==> src/rtl/rps_stim.sv <==
// rtl/rps_stim.sv - Rock-paper-scissors match stimulus generator with predicted-score tracking
// Define RPS_STIM_CHECK_EN to compare predicted scores against the DUT's scores after every game.
module rps_stim #(
  parameter logic [15:0] SEED1       = 16'hACE1,
  parameter logic [15:0] SEED2       = 16'h1D2B,
  parameter int unsigned TIMEOUT_CYC = 1000
) (
  input  logic        clk,
  input  logic        rst,
  input  logic        start,
  input  logic [15:0] num_games,
  input  logic        dut_busy,
  input  logic [31:0] score1,
  input  logic [31:0] score2,
  output logic        r1,
  output logic        p1,
  output logic        s1,
  output logic        r2,
  output logic        p2,
  output logic        s2,
  output logic        go1,
  output logic        go2,
  output logic [15:0] games_played,
  output logic [31:0] exp_score1,
  output logic [31:0] exp_score2,
  output logic        done,
  output logic        mismatch,
  output logic        timeout
);

  typedef enum logic [2:0] {IDLE, PICK, DRIVE, WAIT_BUSY, WAIT_DONE, CHECK, DONE} state_t;

  state_t      state_q, state_d;
  logic [15:0] lfsr1_q, lfsr2_q, num_q;
  logic [1:0]  code1_q, code2_q;
  logic [31:0] cnt_q;
  logic        start_ok, codes_ok, in_wait, cnt_hit, last_game;

  function automatic logic [15:0] lfsr_next(input logic [15:0] v);
    return {v[14:0], v[15] ^ v[13] ^ v[12] ^ v[10]};
  endfunction

  // Codes: 0 rock, 1 paper, 2 scissors.
  function automatic logic beats(input logic [1:0] a, input logic [1:0] b);
    return (a == 2'd1 && b == 2'd0) || (a == 2'd0 && b == 2'd2) || (a == 2'd2 && b == 2'd1);
  endfunction

  assign start_ok  = start && (state_q == IDLE || state_q == DONE);
  assign codes_ok  = (lfsr1_q[1:0] != 2'd3) && (lfsr2_q[1:0] != 2'd3);
  assign in_wait   = (state_q == WAIT_BUSY) || (state_q == WAIT_DONE);
  assign cnt_hit   = (cnt_q + 32'd1) == TIMEOUT_CYC;
  assign last_game = (games_played + 16'd1) == num_q;

  always_comb begin
    state_d = state_q;
    r1 = 1'b0;
    p1 = 1'b0;
    s1 = 1'b0;
    r2 = 1'b0;
    p2 = 1'b0;
    s2 = 1'b0;
    go1 = 1'b0;
    go2 = 1'b0;
    case (state_q)
      PICK:      if (codes_ok) state_d = DRIVE;
      DRIVE:     state_d = WAIT_BUSY;
      WAIT_BUSY: if (dut_busy) state_d = WAIT_DONE; else if (cnt_hit) state_d = DONE;
      WAIT_DONE: if (!dut_busy) state_d = CHECK; else if (cnt_hit) state_d = DONE;
      CHECK:     state_d = last_game ? DONE : PICK;
      DONE:      state_d = IDLE;
      default:   state_d = IDLE;
    endcase
    if (start_ok) state_d = (num_games == 16'd0) ? DONE : PICK;
    // Throws are presented from the go pulse until the game has been checked.
    if (state_q inside {DRIVE, WAIT_BUSY, WAIT_DONE, CHECK}) begin
      r1 = (code1_q == 2'd0);
      p1 = (code1_q == 2'd1);
      s1 = (code1_q == 2'd2);
      r2 = (code2_q == 2'd0);
      p2 = (code2_q == 2'd1);
      s2 = (code2_q == 2'd2);
    end
    go1 = (state_q == DRIVE);
    go2 = (state_q == DRIVE);
  end

  always_ff @(posedge clk) begin
    if (!rst) begin
      state_q      <= IDLE;
      lfsr1_q      <= SEED1;
      lfsr2_q      <= SEED2;
      num_q        <= '0;
      code1_q      <= '0;
      code2_q      <= '0;
      cnt_q        <= '0;
      games_played <= '0;
      exp_score1   <= '0;
      exp_score2   <= '0;
      done         <= 1'b0;
      timeout      <= 1'b0;
    end else begin
      state_q <= state_d;
      cnt_q   <= (in_wait && state_d == state_q) ? cnt_q + 32'd1 : 32'd0;
      if (state_q == PICK) begin
        lfsr1_q <= lfsr_next(lfsr1_q);
        lfsr2_q <= lfsr_next(lfsr2_q);
        if (codes_ok) begin
          code1_q <= lfsr1_q[1:0];
          code2_q <= lfsr2_q[1:0];
        end
      end
      if (state_q == WAIT_DONE && !dut_busy) begin
        if (beats(code1_q, code2_q)) exp_score1 <= exp_score1 + 32'd1;
        if (beats(code2_q, code1_q)) exp_score2 <= exp_score2 + 32'd1;
      end
      if (state_q == CHECK) games_played <= games_played + 16'd1;
      if (in_wait && state_d == DONE) timeout <= 1'b1;
      if (start_ok) begin
        num_q        <= num_games;
        games_played <= '0;
        exp_score1   <= '0;
        exp_score2   <= '0;
        timeout      <= 1'b0;
        done         <= (num_games == 16'd0);
      end else if (state_d == DONE) begin
        done <= 1'b1;
      end
    end
  end

`ifdef RPS_STIM_CHECK_EN
  always_ff @(posedge clk) begin
    if (!rst)
      mismatch <= 1'b0;
    else if (start_ok)
      mismatch <= 1'b0;
    else if (state_q == CHECK && (exp_score1 != score1 || exp_score2 != score2))
      mismatch <= 1'b1;
  end
`else
  logic unused_scores;
  assign unused_scores = ^{score1, score2};
  assign mismatch      = 1'b0;
`endif

endmodule

==> config.mk <==
export PLATFORM = sky130hd
export DESIGN_NAME = rps_stim
export DESIGN_NICKNAME = d
export VERILOG_FILES = /design/src/rtl/rps_stim.sv
export SDC_FILE = /design/constraint.sdc
export NUM_CORES = 1
export LEC_CHECK = 0
export BUFFER_PORTS_ARGS = -buffer_cell sky130_fd_sc_hd__buf_2
export CELL_PAD_IN_SITES_DETAIL_PLACEMENT = 0
export CELL_PAD_IN_SITES_GLOBAL_PLACEMENT = 1
export CORE_MARGIN = 2
export CORE_UTILIZATION = 40
export CTS_CLUSTER_SIZE = 16
export DETAILED_ROUTE_END_ITERATION = 8
export PLACE_DENSITY = 0.91
export REMOVE_ABC_BUFFERS = 1
export SLEW_MARGIN = 20
export SYNTH_ARGS = -nofsm -noshare
export SYNTH_HDL_FRONTEND = slang
export SYNTH_SLANG_ARGS = --single-unit
==> constraint.sdc <==
create_clock -name clk -period 3.7 [get_ports clk]
set_clock_uncertainty 0.1 [all_clocks]
set_input_delay 0.74 -clock clk [delete_from_list [all_inputs] [get_ports clk]]
set_output_delay 0.74 -clock clk [all_outputs]
set_load 0.01 [all_outputs]
-- Yosys cells after proc, flatten, opt, wreduce, memory -nomap -nowiden
Cells that the tools add are included.
- bits in registers: 169
- bits in latches: 0
- memory bits (writable): 0
- ROM bits: 0
- input port bits: 84
- output and inout bits: 91
- memories kept: 0
- add/subtract/negate cells: 4
- $mul: 0
- div/mod/pow operators: 0
- order comparisons: 0
- equality and inequality tests: 16
- shift operators: 0
- mux-type cells: 16
- bitwise logic cells: 7
- reductions and logical operators: 29
- operator list (cell ; count):
    $add A32 B1 Y32 const B ; 3
    $eq A32 B10 Y1 const B ; 1
    $mux W3 ; 7
    $add A16 B1 Y16 const B ; 1
    $eq A16 B16 Y1 ; 1
    $logic_not A16 Y1 ; 1
    $pmux W3 S5 ; 1
    $eq A3 B3 Y1 const B ; 4
    $logic_and A1 B1 Y1 ; 11
    $mux W1 ; 8
    $reduce_and A2 Y1 ; 4
    $eq A3 B2 Y1 const B ; 2
    $logic_or A1 B1 Y1 ; 6
    $xor A1 B1 Y1 ; 6
    $eq A2 B1 Y1 const B ; 2
    $eq A2 B2 Y1 const B ; 2
    $logic_not A2 Y1 ; 2
    $ne A2 B2 Y1 const B ; 2
    $reduce_bool A4 Y1 ; 1
    $eq A3 B1 Y1 const B ; 1
    $eq A3 B3 Y1 ; 1
    $logic_not A3 Y1 ; 1
    $reduce_bool A2 Y1 ; 1
    $reduce_or A2 Y1 ; 1
    other kinds (2) ; 2

-- Depth between registers and ports, before layout
Gate-level depths: netlist of run 1.
- depth after elaboration: 9
- mapped depth: 13

-- Worst setup path after synthesis of run 1
OpenSTA, ideal clock, no wires.
- path kind: flip-flop to flip-flop
- start: register cnt_q[0]
- end: register done
- arrival time: 3120 ps
- data required time: 3478 ps
- setup slack: 358 ps
- stages on the path, launching flop included: 13
- path buffers: 2
- period minus slack after synthesis: 3342 ps
- path through: dfxtp_1 > ha_1 > clkbuf_1 > nand4_1 > or4_1 > buf_2 > nor3_1 > mux2_2 > a41oi_1 > nor4_2 > a41oi_1 > nor2_1 > o311a_1
- cells in the longest elaborated chain, start to end: 8
- RTL lines (item ; RTL line ; text):
    start, declared ; 36 ; logic [31:0] cnt_q;
    start signal, assigned ; 103 ; cnt_q <= (in_wait && state_d == state_q) ? cnt_q + 32'd1 : 32'd0;
    $add A32 B1 Y32 * ; 51 ; assign cnt_hit = (cnt_q + 32'd1) == TIMEOUT_CYC;
    $eq A32 B10 Y1 * ; 51 ;
    $mux W3 * ; 67, 68 ;
    $mux W3, on equally long branches ; 68, 67 ;
    $pmux W3 S5 * ; 64 ; case (state_q)
    $mux W3 * ; 73 ; if (start_ok) state_d = (num_games == 16'd0) ? DONE : PICK;
    $eq A3 B3 Y1 * ; 125 ; end else if (state_d == DONE) begin
    $reduce_bool A2 Y1 (no source line) * ; - ;
    end signal, assigned ; 124 ; done <= (num_games == 16'd0);
    end, declared ; 26 ; output logic done,
Every way passes the cells marked *; elsewhere a longest branch is shown, timed or not.
A chain may end at the register's enable or synchronous reset.

-- Final worst setup path of run 1
- start: register cnt_q[1]
- end: register cnt_q[8]
- cells in the longest elaborated chain, start to end: 9
- RTL lines (item ; RTL line):
    $add A32 B1 Y32 * ; 51, 103
    $eq A32 B10 Y1 ; 51
    $mux W3 ; 67, 68
    $mux W3, on equally long branches ; 68, 67
    $pmux W3 S5 ; 64
    $mux W3 ; 73
    $eq A3 B3 Y1 ; 103
    $logic_and A1 B1 Y1 ; 103
    $reduce_and A2 Y1 (no source line) ; -
Marked as above.

==> results by stage, run 1 <==
STA:
- In the finished design, the share of the clock period the worst path needs comes to 0.9396.
- Setup repair after global routing left no endpoint under its margin.
- The number of max-slew violations in the final report is 0.
- The final number of hold-violating endpoints was 0.
- At the pin with the least slew margin, the transition time is roughly 0.73 ns.
- In this run the tightest slew margin relative to its limit is 0.5049.
- The setup TNS is 0 ns.
- The number of setup violations in the final report is 0.
- The final critical-path required period is approximately 3.5 ns.
- Static timing analysis puts the maximum clock frequency at approximately 290 MHz.
- Once routing completed, OpenROAD measured the worst setup slack at approximately 0.22 ns.

Drt:
- The number of design-rule violations left by the first detailed-router iteration is about 380.
- In the routed layout, each cell is associated on average with a via count of a little over 5.
- The first TritonRoute pass finished after 4 iterations.
- For this block, the routed nets add up to approximately 18,000 um of wire.
- The final antenna-violating net count is 0.
- The average wire per standard cell is between 10 and 15 um.
- The total vias in the final route is between 7,000 and 8,000.
- After detailed routing, the number of remaining DRC violations is 0.

Global route:
- Entering global routing, the biggest net connects 72 pins.
- The overall overflow remaining after global route is 0.
- For this run, the total global-route usage over all layers was measured as 0.1739.
- The initial antenna violation count is 0.
- The first global-routing pass estimated 31,160 um of wire.
- The via count of the first global-routing pass is ~6,500.

CTS:
- The clock latency of the later-clocked register in the worst-skew pair is 0.43 ns.
- The quantity of hold-fixing buffers added after cts is 0.
- In this run the deepest clock path goes through 2 buffers.
- The number of buffers created by CTS is 17.
- The clock drives 169 sinks.
- The clock-pin slew reported for the worst setup and hold paths after clock tree synthesis is 0.07 ns.
- The buffer cell driving the clock tree root is sky130_fd_sc_hd__clkbuf_16.
- The TritonCTS clock tree is done.
- The number of buffers inserted by post-CTS setup repair is 0.
- The H-tree was split into 4 levels.

Setup path:
- The critical path's largest stage delay is between 0.5 and 0.6 ns.
- The critical path contains buffers and inverters numbering 2 combined.
- The type of the worst setup path is register to register.
- The critical path capture point type is a register.
- The cell with the largest stage delay on the worst path is sky130_fd_sc_hd__or4_1.
- The worst setup path is launched from a register.
- The maximum fanout count along the critical path is 15.
- The kind of cell with the highest combined delay along the critical path is simple AND/OR/NAND/NOR gates.
- The endpoint required time on the critical path is just under 4 ns.
- The critical path data arrival time is 3.72 ns.
- The signal on the critical path passes through ha_1 > nand4_1 > or4_1 > buf_4 > nor3_1 > mux2_2 > a41oi_2 > nor4_4 > and2_4 > a31o_4 > buf_12 > nor3_1.
- The cell occurring most often along the worst timing path is sky130_fd_sc_hd__nor3_1.

Yosys:
- The share of synthesized cell area in full adder, half adder and majority cells is 0.007697.
- The share of the Yosys chip area taken by registers is 0.4163.
- In this run the mean area of a mapped cell was between 8 and 9 sq um.
- During synthesis, Yosys emitted a total of 0 warnings.
- Counting flops with an async set or reset pin after synthesis yields a share of 0.
- The number of synthesized flops with an enable pin is 0.
- The number of synthesized register bits is approximately 170.
- The share of synthesized area in the top cell type comes to 0.4163.
- The simple-gate portion of the synthesized area is 0.3042.
- The complex-gate fraction of the synthesized area was 0.1005.
- The combinational family with the most area after synthesis is simple AND/OR/NAND/NOR gates.
- The netlist uses 62 different library cells.
- The commonest cells after synthesis are sky130_fd_sc_hd__dfxtp_1, sky130_fd_sc_hd__nand2_1, sky130_fd_sc_hd__nor2_1.
- Among all flip-flop cells after synthesis, the most frequent one is sky130_fd_sc_hd__dfxtp_1.
- After synthesis, the share of cell area in mux cells is 0.01447.
- The synthesized instance count is roughly 990.
- The leading cell type by number of instances after synthesis is sky130_fd_sc_hd__dfxtp_1.
- The cell area that synthesis handed to floorplanning was 8128 sq um.
- Of the total synthesized cell area, the portion taken by XOR and XNOR cells is 0.1207.
- By area the synthesized netlist is led by sky130_fd_sc_hd__dfxtp_1, sky130_fd_sc_hd__nand2_1, sky130_fd_sc_hd__xor2_1.
- The synthesized design spends more area on one cell type than any other, namely sky130_fd_sc_hd__dfxtp_1.

Power and ir drop:
- The sequential power share is 0.472.
- The combinational group share of total power is 0.077.
- The worst voltage drop across the vdd grid is ~0.0003 V.
- In this run the power spent charging and discharging nets is about 1.1 mW.
- For this design the ratio of total power to cell area is roughly 430 nW/um^2.
- In this run the static leakage power is about 3.7 nW.
- The share of total power dissipated in the clock network is 0.451.
- The cell-internal power is between 3 and 4 mW.
- Power comes to about 4.1 mW.
- Of the total power, the share spent switching nets is 0.2571.

Floorplanning:
- The floorplan has between 50 and 60 rows.
- The initial core utilization is 0.4043.
- From bottom edge to top edge, the die measures around 150 um.
- The area enclosed by the die boundary is 21,480 sq um.
- The number of placed I/O pins is 175.
- The die extent in x is 146.5 um.
- The floorplan step defined a core boundary enclosing roughly 20,000 sq um.

Placement:
- Before CTS, the worst setup slack after placement is between 0.2 and 0.25 ns.
- Buffers placed on the I/O ports in this run total about 110.
- The half-perimeter wire length of the detailed placement result is ~13,000 um.
- The weighted congestion reported at the end of routability-driven placement is ~0.84.

Cells and area:
- The final core utilization is 0.4813.
- The number of nets in the layout is 1,186.
- The synthesis-to-layout area growth is 19.04%.
- The count of inserted antenna diode cells is 0.
- Of the cells placed in the final design, the portion with a size suffix greater than 1 is 0.1739.

Worst hold path:
- The class of the worst hold path is register to register.

Job:
- The count of max-cap constraint violations is 0.

Outcome:
- The run finished with clean final reports.
==> placed cells by master (no fill, tap or decap), drive strengths merged, types with 5 or more instances in the layout <==
cell type and instances:
dfxtp 169, nand2 158, buf 139, nor2 116, nand3 58, xor2 57, xnor2 55, a21boi 37
nor3 28, nand4 25, o21ai 24, a21oi 24, inv 24, or3 21, nor4 18, clkbuf 18
and3 17, and4 10, nor3b 9, and2 8, nand2b 7, nor2b 7, or4 6, mux2i 6
nand3b 5, a31oi 5, ha 5
==> state kept, by name, indices dropped and copies added (netlist names) <==
register      cells
cnt_q            32
code1_q           2
code2_q           2
done              1
exp_score1       32
exp_score2       32
games_played     16
lfsr1_q          16
lfsr2_q          16
num_q            16
state_q           3
timeout           1
==> power groups by stage <==
stage	logic (mW)	clock network [mW]	registers [mW]
floorplan	0.225	0	1.97
global placement	0.313	0	1.98
detailed placement	0.317	0	1.98
CTS	0.319	1.89	1.94
global route	0.361	1.96	1.95
finish	0.315	1.86	1.94
==> path summary, 6_finish.rpt <==
check                                 from          to  slack, ns  depth (start not counted)
worst max-delay path              cnt_q[1]    cnt_q[8]       0.22                         12
worst min-delay path            lfsr2_q[6]  lfsr2_q[7]       0.36                          2
worst max register to register    cnt_q[1]    cnt_q[8]       0.22                         12
worst min register to register  lfsr2_q[6]  lfsr2_q[7]       0.36                          2
==> logic make-up after synthesis <==
| kind of cell | count (synthesis) |
|---|---|
| AO/OA/AOI/OAI | 122 |
| XOR/XNOR | 112 |
| adder cells (fa/ha/maj) | 5 |
| buffers and inverters | 67 |
| flip-flops | 169 |
| multiplexers | 10 |
| other | 1 |
| AND/OR/NAND/NOR | 506 |
==> stage by stage <==
step	hold WS (ns)	cells	area, sq um
after floorplan	0.3383	939	7890
after global placement	0.3459	1348	9031
after detailed placement	0.3505	1348	9031
after CTS	0.3663	1380	9644
after global routing	0.3840	1380	9676
final	0.3630	1380	9676
==> final cells by class <==
| class | count | area (sq um) |
|---|---|---|
| clock buffer | 18 | 439.2 |
| tap | 270 | 337.8 |
| inverter | 14 | 52.55 |
| multi-input combinational | 756 | 4492 |
| fill | 1961 | 10430 |
| clock inverter | 14 | 173.9 |
| timing repair buffer | 139 | 795.8 |
| sequential | 169 | 3385 |
==> tightest hold or removal path, delay by kind of cell, from the launching register on <==
kind	cells	cell delay (ns)
simple gates	1	0.05
flops	1	0.31
compound gates	1	0.06
==> per-layer routing <==
layer	vias up	wire length, um	global-route usage
met5	-	0	0
li1	3617	-	-
met1	3301	8933	0.2354
met2	121	8420	0.2776
met3	20	781	0.04094
met4	0	255	0.05049
==> repair_timing <==
| item | CTS | global route |
|---|---|---|
| hold endpoints to repair | 0 | 0 |
| endpoints found under the setup margin | 0 | 32 |
| gates resized for setup | 0 | 5 |
(Power assumes the default switching activity.)
==> inputs of run 2 (changes only) <==
--- a/config.mk
+++ b/config.mk
@@ -12,7 +12,7 @@
 export CORE_UTILIZATION = 40
 export CTS_CLUSTER_SIZE = 16
 export DETAILED_ROUTE_END_ITERATION = 8
-export PLACE_DENSITY = 0.91
+export PLACE_DENSITY = 0.84
 export REMOVE_ABC_BUFFERS = 1
 export SLEW_MARGIN = 20
 export SYNTH_ARGS = -nofsm -noshare
==> run 2 against run 1 <==
  * Global-route usage is 0.19 points higher
  * Via count is 0.25% higher
  * Non-clock buffer count is 8 higher
  * Clock-buffer cell count is 1 lower
  * Setup slack better by 0.0089 ns
  * Register-to-register slack hardly changed
==> results by stage, run 2 (synthesized netlist as in run 1, its figures left out) <==
Cells and area:
- The total non-filler cell area in the finished layout came to 9653 sq um (was 9676 sq um).
- The number of nets in the layout is 1,195 (was 1,186).
- Leading cell types in the layout, fill and taps excluded: sky130_fd_sc_hd__dfxtp_1, sky130_fd_sc_hd__nand2_1, sky130_fd_sc_hd__nor2_1, sky130_fd_sc_hd__buf_2, sky130_fd_sc_hd__nand3_1 (unchanged).
- The synthesis-to-layout area growth is 18.77% (was 19.04%).
- Biggest registers after layout: cnt_q: 32 flops, exp_score1: 32 flops, exp_score2: 32 flops (unchanged).
- The proportion of layout cells with a drive suffix above 1 came to 0.1762 (was 0.1739).
- The most common cell after layout, fill and taps aside is sky130_fd_sc_hd__dfxtp_1 (unchanged).
- The count of placed standard cells in the final layout, fillers left out is 1,388 (was 1,380).
- The count of inserted antenna diode cells came to 0 (unchanged).

Power and ir drop:
- The leakage power is 3.694 nW (was 3.689 nW).
- The power per cell area is 412.8 nW/um^2 (was 425.0 nW/um^2).
- The worst voltage drop across the vdd grid came to 0.0002699 V (was 0.0002984 V).

Drt:
- The detailed route wirelength on metal3 came to 841 um (was 781 um).
- The final antenna-violating net count was 0 (unchanged).
- The aggregate routed wire length was 18,710 um (was 18,390 um).
- The total vias in the final route is 7,077 (was 7,059).
- The via-per-instance ratio is 5.099 (was 5.115).
- The detailed-routing iteration count for the pre-antenna-repair pass is 5 (was 4).
- The number of design-rule violations left by the first detailed-router iteration is 319 (was 377).
- The total length of routed met2 wires is 8389 um (was 8420 um).
- The average wire per standard cell was 13.48 um (was 13.33 um).
- The post-route met1 wirelength is 9239 um (was 8933 um).
- The residual DRC count is 0 (unchanged).
- The highest routing layer actually used is met4 (unchanged).

STA:
- The final critical-path required period is 3.468 ns (was 3.477 ns).
- The number of max-slew violations in the final report was 0 (unchanged).
- The fmax is 288.4 MHz (was 287.6 MHz).
- The share of the cycle needed by the critical path after routing is 0.9372 (was 0.9396).
- The transition time at the pin with the least slew margin is 0.6770 ns (was 0.7323 ns).
- RSZ-0062 raised after global routing: false (unchanged).
- The number of setup violations in the final report came to 0 (unchanged).
- The remaining max-slew budget at the tightest pin came to 0.5487 (was 0.5049).
- The setup TNS is 0 ns (unchanged).
- The final number of hold-violating endpoints was 0 (unchanged).

Setup path:
- The critical path's largest stage delay was 0.66 ns (was 0.56 ns).
- The type of the worst setup path was register to register (unchanged).
- The critical path startpoint category is a register (unchanged).
- The critical path capture point type is a register (unchanged).
- The cell occurring most often along the worst timing path is sky130_fd_sc_hd__buf_4 (was sky130_fd_sc_hd__nor3_1).
- The cell with the largest stage delay on the worst path is sky130_fd_sc_hd__or4_1 (unchanged).
- Cell breakdown of the critical path: inv_1 > or4_1 > buf_4 > o21ai_0 > nor4b_1 > nand4_1 > nor4_2 > and2_4 > a31o_4 > buf_4 > nor2_1 (was ha_1 > nand4_1 > or4_1 > buf_4 > nor3_1 > mux2_2 > a41oi_2 > nor4_4 > and2_4 > a31o_4 > buf_12 > nor3_1).
- The count of buffering cells on the critical path with inverters included is 3 (was 2).
- The critical path data arrival time is 3.69 ns (was 3.72 ns).
- The maximum fanout count along the critical path is 13 (was 15).
- The endpoint required time on the critical path is 3.92 ns (was 3.94 ns).
- The category of cells accounting for the largest share of critical-path delay is simple AND/OR/NAND/NOR gates (unchanged).

Global route:
- The via count of the first global-routing pass was 6,476 (was 6,500).
- The initial antenna violation count came to 0 (unchanged).
- The global-route wire length before repair is 31,150 um (was 31,160 um).
- The total track usage is 0.1757 (was 0.1739).
- The maximum number of pins on one net before global-route repair is 53 (was 72).
- The overall overflow remaining after global route was 0 (unchanged).

Floorplanning:
- The die extent in x is 146.5 um (unchanged).
- The initial core utilization was 0.4043 (unchanged).
- The die height is 146.5 um (unchanged).
- The row count came to 52 (unchanged).
- The core box area was 20,100 sq um (unchanged).
- The number of placed I/O pins is 175 (unchanged).
- The area enclosed by the die boundary is 21,480 sq um (unchanged).

Worst hold path:
- The class of the worst hold path is register to register (unchanged).

CTS:
- The number of buffers inserted by post-CTS setup repair is 0 (unchanged).
- The maximum buffer depth of the clock tree is 2 (unchanged).
- The number of buffers created by CTS is 17 (unchanged).
- The quantity of hold-fixing buffers added after cts is 0 (unchanged).
- The clock-pin slew reported for the worst setup and hold paths after clock tree synthesis is 0.07 ns (about the same).
- The number of resized instances in the post-cts repair step is 0 (unchanged).
- The TritonCTS clock tree is done (unchanged).
- The H-tree depth is 4 (unchanged).
- The buffer cell driving the clock tree root is sky130_fd_sc_hd__clkbuf_16 (unchanged).
- The number of sinks handled by clock tree synthesis is 169 (unchanged).
- The clock latency of the later-clocked register in the worst-skew pair was 0.43 ns (about the same).

Outcome:
- Status: finished, final reports clean (unchanged).

Placement:
- The placed cell area was 9079 sq um (was 9031 sq um).
- The half-perimeter wire length of the detailed placement result is 13,180 um (was 13,030 um).
- The total placed cells including tap cells is 1,356 (was 1,348).
- The weighted congestion reported at the end of routability-driven placement came to 0.8006 (was 0.8371).
- The total of buffers placed on input and output ports came to 109 (unchanged).

Job:
- The count of max-cap constraint violations is 0 (unchanged).
-- run 2: cell count changes in the layout (fill, tap and decap cells not counted), sizes merged --
| cell | change |
|---|---|
| buf | +8 |
| inv | -4 |
| clkinv | +3 |
| clkinvlp | +2 |
| a31o | +1 |
| bufinv | -1 |
| clkbuf | -1 |
-- run 2: power by group --
| part | switching (mW) | total [mW] | internal, mW |
|---|---|---|---|
| Combinational | 0.193 | 0.319 | 0.126 |
| Sequential | 0.0552 | 1.94 | 1.89 |
| Clock | 0.784 | 1.73 | 0.941 |
-- run 2: tightest hold or removal path: cells and delay by family, from the launching register on --
kind / cells / cell delay (ns)
AND/OR/NAND/NOR: 1 / 0.04
AO/OA/AOI/OAI: 1 / 0.06
flip-flops: 1 / 0.31
-- run 2: through the flow --
| stage | total power, mW | setup slack, ns | hold slack (ns) | util |
|---|---|---|---|---|
| finish | 3.985 | 0.2323 | 0.3635 | 0.4801 |
| global route | 4.173 | 0.01586 | 0.3816 | 0.4801 |
| detailed placement | 2.304 | 0.1967 | 0.3535 | 0.4516 |
| global placement | 2.298 | 0.2888 | 0.3497 | 0.4516 |
| floorplan | 2.193 | 0.02191 | 0.3383 | - |
| CTS | 4.036 | 0.1704 | 0.3695 | 0.4797 |
-- run 2: cell type report --
type	instances	area, sq um
fillers	2017	10450
multi-input cells	757	4471
flip-flops and latches	169	3383
repair buffers	147	843.3
clock buffers	17	425.4
well taps	270	337.8
clock inverters	14	140.1
inverters	14	52.55
-- run 2: worst paths after layout --
kind / slack, ns / end / cells past startpoint / from
setup / recovery: 0.23 / cnt_q[14] / 11 / cnt_q[6]
hold / removal: 0.36 / lfsr1_q[9] / 2 / lfsr1_q[9]
setup reg to reg: 0.23 / cnt_q[14] / 11 / cnt_q[6]
hold reg to reg: 0.36 / lfsr1_q[9] / 2 / lfsr1_q[9]
-- run 2: metal layers --
metal,up-vias,track usage
met3,21,0.04313
li1,3651,-
met4,0,0.05000
met2,123,0.2783
met5,-,0
met1,3282,0.2390
==> inputs of run 3 (changes only) <==
--- a/config.mk
+++ b/config.mk
@@ -9,10 +9,11 @@
 export CELL_PAD_IN_SITES_DETAIL_PLACEMENT = 0
 export CELL_PAD_IN_SITES_GLOBAL_PLACEMENT = 1
 export CORE_MARGIN = 2
-export CORE_UTILIZATION = 40
+export CORE_UTILIZATION = 38
+export CTS_BUF_LIST = sky130_fd_sc_hd__clkbuf_2
 export CTS_CLUSTER_SIZE = 16
 export DETAILED_ROUTE_END_ITERATION = 8
-export PLACE_DENSITY = 0.84
+export PLACE_DENSITY = 0.83
 export REMOVE_ABC_BUFFERS = 1
 export SLEW_MARGIN = 20
 export SYNTH_ARGS = -nofsm -noshare
==> constraint.sdc (replaced) <==
create_clock -name clk -period 3.1 [get_ports clk]
set_clock_uncertainty 0.1 [all_clocks]
set_input_delay 0.62 -clock clk [delete_from_list [all_inputs] [get_ports clk]]
set_output_delay 0.62 -clock clk [all_outputs]
set_load 0.01 [all_outputs]
==> run 3 against run 2 <==
  * Total power shrank 0.23%
  * Register-to-register slack got worse by 0.22 ns
  * Critical path depth rose by 1
  * Global-route usage is 0.41 points lower
  * Clock power is 28% lower
  * Via count increased by 3.4%
  * Sequential share of layout area is 1.4 points lower
  * Critical path type unchanged
  * Largest power group unchanged
  * Highest routed layer unchanged
==> results by stage, run 3 (synthesized netlist as in run 1, its figures left out) <==
Outcome:
- Status: finished, final reports clean (unchanged).

STA:
- The post-layout worst setup margin was 0.01071 ns (was 0.2323 ns).
- The setup TNS is 0 ns (unchanged).
- The hold slack is 0.09099 ns (was 0.3635 ns).
- The share of the cycle needed by the critical path after routing is 0.9965 (was 0.9372).
- The number of setup violations in the final report is 0 (unchanged).
- The final critical-path required period is 3.089 ns (was 3.468 ns).
- RSZ-0062 raised after global routing: true (was false).
- The fmax is 323.7 MHz (was 288.4 MHz).
- The remaining max-slew budget at the tightest pin is 0.5409 (was 0.5487).
- The transition time at the pin with the least slew margin came to 0.6886 ns (was 0.6770 ns).
- The number of max-slew violations in the final report is 0 (unchanged).
- The final number of hold-violating endpoints was 0 (unchanged).

Setup path:
- The minimum setup slack among reg-to-reg paths was 0.01 ns (was 0.23 ns).
- The logic depth of the worst register-to-register path is 12 (was 11).
- The endpoint required time on the critical path is 3.63 ns (was 3.92 ns).
- The maximum fanout count along the critical path came to 12 (was 13).
- The count of buffering cells on the critical path with inverters included is 3 (unchanged).
- The critical path startpoint category is a register (unchanged).
- The critical path's largest stage delay came to 0.55 ns (was 0.66 ns).
- The critical path data arrival time came to 3.62 ns (was 3.69 ns).
- Cell breakdown of the critical path: nand3_2 > or4_4 > buf_6 > or4_4 > mux2_4 > mux2i_1 > and3_1 > buf_4 > and2_4 > a31o_4 > buf_12 > nor2_1 (was inv_1 > or4_1 > buf_4 > o21ai_0 > nor4b_1 > nand4_1 > nor4_2 > and2_4 > a31o_4 > buf_4 > nor2_1).
- The type of the worst setup path is register to register (unchanged).
- The worst reg2reg path startpoint is cnt_q[8] (was cnt_q[6]).
- The endpoint of the worst-slack reg-to-reg timing path is cnt_q[29] (was cnt_q[14]).
- The cell occurring most often along the worst timing path was sky130_fd_sc_hd__or4_4 (was sky130_fd_sc_hd__buf_4).
- The cell with the largest stage delay on the worst path is sky130_fd_sc_hd__or4_4 (was sky130_fd_sc_hd__or4_1).
- The category of cells accounting for the largest share of critical-path delay is simple AND/OR/NAND/NOR gates (unchanged).
- The critical path capture point type is a register (unchanged).

CTS:
- The number of buffers created by CTS is 17 (unchanged).
- The maximum buffer depth of the clock tree was 2 (unchanged).
- The number of sinks handled by clock tree synthesis was 169 (unchanged).
- The clock-pin slew reported for the worst setup and hold paths after clock tree synthesis is 0.27 ns (was 0.07 ns).
- The clock latency of the later-clocked register in the worst-skew pair is 0.74 ns (was 0.43 ns).
- The TritonCTS clock tree was done (unchanged).
- The H-tree depth is 4 (unchanged).
- The buffer cell driving the clock tree root is sky130_fd_sc_hd__clkbuf_2 (was sky130_fd_sc_hd__clkbuf_16).

Global route:
- The most congested layer reported by global routing is met2 (unchanged).
- The via count of the first global-routing pass was 6,713 (was 6,476).
- The overall overflow remaining after global route is 0 (unchanged).
- The total track usage is 0.1716 (was 0.1757).
- The global-route wire length before repair is 31,670 um (was 31,150 um).
- The initial antenna violation count came to 1 (was 0).
- The global routing usage on met3 is 0.03697 (was 0.04313).
- The met2 global-route usage was 0.2744 (was 0.2783).
- The maximum number of pins on one net before global-route repair is 53 (unchanged).
- The global-route track usage on met1 is 0.2331 (was 0.2390).

Placement:
- The worst slack after detailed placement is -0.1974 ns (was 0.1967 ns).
- The placed cell area is 9470 sq um (was 9079 sq um).
- The total of buffers placed on input and output ports is 109 (unchanged).
- The half-perimeter wire length of the detailed placement result is 13,820 um (was 13,180 um).
- The total placed cells including tap cells is 1,409 (was 1,356).
- The weighted congestion reported at the end of routability-driven placement was 0.8569 (was 0.8006).

Power and ir drop:
- The leakage power came to 3.962 nW (was 3.694 nW).
- The worst voltage drop across the vdd grid is 0.0002683 V (was 0.0002699 V).
- The power per cell area is 394.2 nW/um^2 (was 412.8 nW/um^2).
- The total power is 3.976 mW (was 3.985 mW).

Floorplanning:
- The area enclosed by the die boundary came to 22,580 sq um (was 21,480 sq um).
- The row count is 53 (was 52).
- The core box area was 21,020 sq um (was 20,100 sq um).
- The die extent in x was 150.3 um (was 146.5 um).
- The number of placed I/O pins is 175 (unchanged).
- The die height is 150.3 um (was 146.5 um).
- The initial core utilization is 0.3866 (was 0.4043).

Cells and area:
- The final core utilization is 0.4797 (was 0.4801).
- The count of placed standard cells in the final layout, fillers left out was 1,465 (was 1,388).
- Biggest registers after layout: cnt_q: 32 flops, exp_score1: 32 flops, exp_score2: 32 flops (unchanged).
- The proportion of layout cells with a drive suffix above 1 was 0.2338 (was 0.1762).
- The most common cell after layout, fill and taps aside is sky130_fd_sc_hd__dfxtp_1 (unchanged).
- The synthesis-to-layout area growth is 24.08% (was 18.77%).
- The total non-filler cell area in the finished layout is 10,080 sq um (was 9653 sq um).
- The number of nets in the layout came to 1,265 (was 1,195).
- Leading cell types in the layout, fill and taps excluded: sky130_fd_sc_hd__dfxtp_1, sky130_fd_sc_hd__nand2_1, sky130_fd_sc_hd__nor2_1, sky130_fd_sc_hd__buf_2, sky130_fd_sc_hd__buf_4 (was sky130_fd_sc_hd__dfxtp_1, sky130_fd_sc_hd__nand2_1, sky130_fd_sc_hd__nor2_1, sky130_fd_sc_hd__buf_2, sky130_fd_sc_hd__nand3_1).

Job:
- The count of max-cap constraint violations is 0 (unchanged).

Drt:
- The aggregate routed wire length came to 19,320 um (was 18,710 um).
- The total vias in the final route is 7,318 (was 7,077).
- The number of design-rule violations left by the first detailed-router iteration is 372 (was 319).
- The detailed-routing iteration count for the pre-antenna-repair pass came to 5 (unchanged).
- The average wire per standard cell is 13.19 um (was 13.48 um).
- The final antenna-violating net count was 0 (unchanged).
- The via-per-instance ratio is 4.995 (was 5.099).
- The residual DRC count came to 0 (unchanged).

Worst hold path:
- The sink of the worst hold path was state_q[1] (was lfsr1_q[9]).
- The class of the worst hold path is primary input to register (was register to register).
- The launch point of the worst hold path is rst (was lfsr1_q[9]).
- The instance count along the most critical hold path is 3 (was 2).
## run 3: changes by cell type in the layout (fill, tap and decap cells not counted), sizes merged
cell	change
clkinvlp	-2
inv	+3
buf	+55
a31o	-1
diode	+1
dlygate4sd3	+16
## run 3: worst max path at each step
stage	start	endpoint	slack, ns	depth (start not counted)
detailed placement	cnt_q[2]	done	-0.20	12
CTS	cnt_q[12]	cnt_q[29]	0.004	12
finish	cnt_q[8]	cnt_q[29]	0.01	12
floorplan	state_q[0]	cnt_q[3]	-0.58	7
global placement	cnt_q[0]	done	-0.18	11
global route	cnt_q[5]	cnt_q[6]	-0.10	11
## run 3: layout make-up
type | count | area, sq um
sequential | 169 | 3398
multi-input combinational | 756 | 4573
fill | 2054 | 10940
tap | 275 | 344.1
antenna | 1 | 2.502
timing repair buffer | 218 | 1453
clock buffer | 17 | 85.08
clock inverter | 15 | 176.4
inverter | 14 | 52.55
## run 3: repair_timing
action | 4_1_cts | 5_1_grt
buffers inserted | 5 | 2
pin swaps | 2 | 3
gates resized for setup | 20 | 14
hold endpoints to repair | 16 | 0
hold buffers | 16 | 0
endpoints found under the setup margin | 36 | 36
## run 3: worst reg2reg max path: cells and delay by family, from the launching register on
family                 cells  cell delay [ns]
AOI/OAI and AO/OA          1             0.21
and+or+nand+nor            6             1.50
muxes                      2             0.38
buffers and inverters      3             0.42
DFF                        1             0.40
## run 3: layer usage
metal,up-vias,share of wire
met5,-,0
li1,3775,-
met1,3383,0.49
met4,0,0.012
met3,19,0.045
met2,141,0.45
## run 3: where the power goes
part / total [mW] / leakage [nW] / internal (mW) / switching [mW]
logic: 0.416 / 2.43 / 0.179 / 0.237
registers: 2.32 / 1.37 / 2.26 / 0.0653
clock network: 1.24 / 0.154 / 0.346 / 0.890
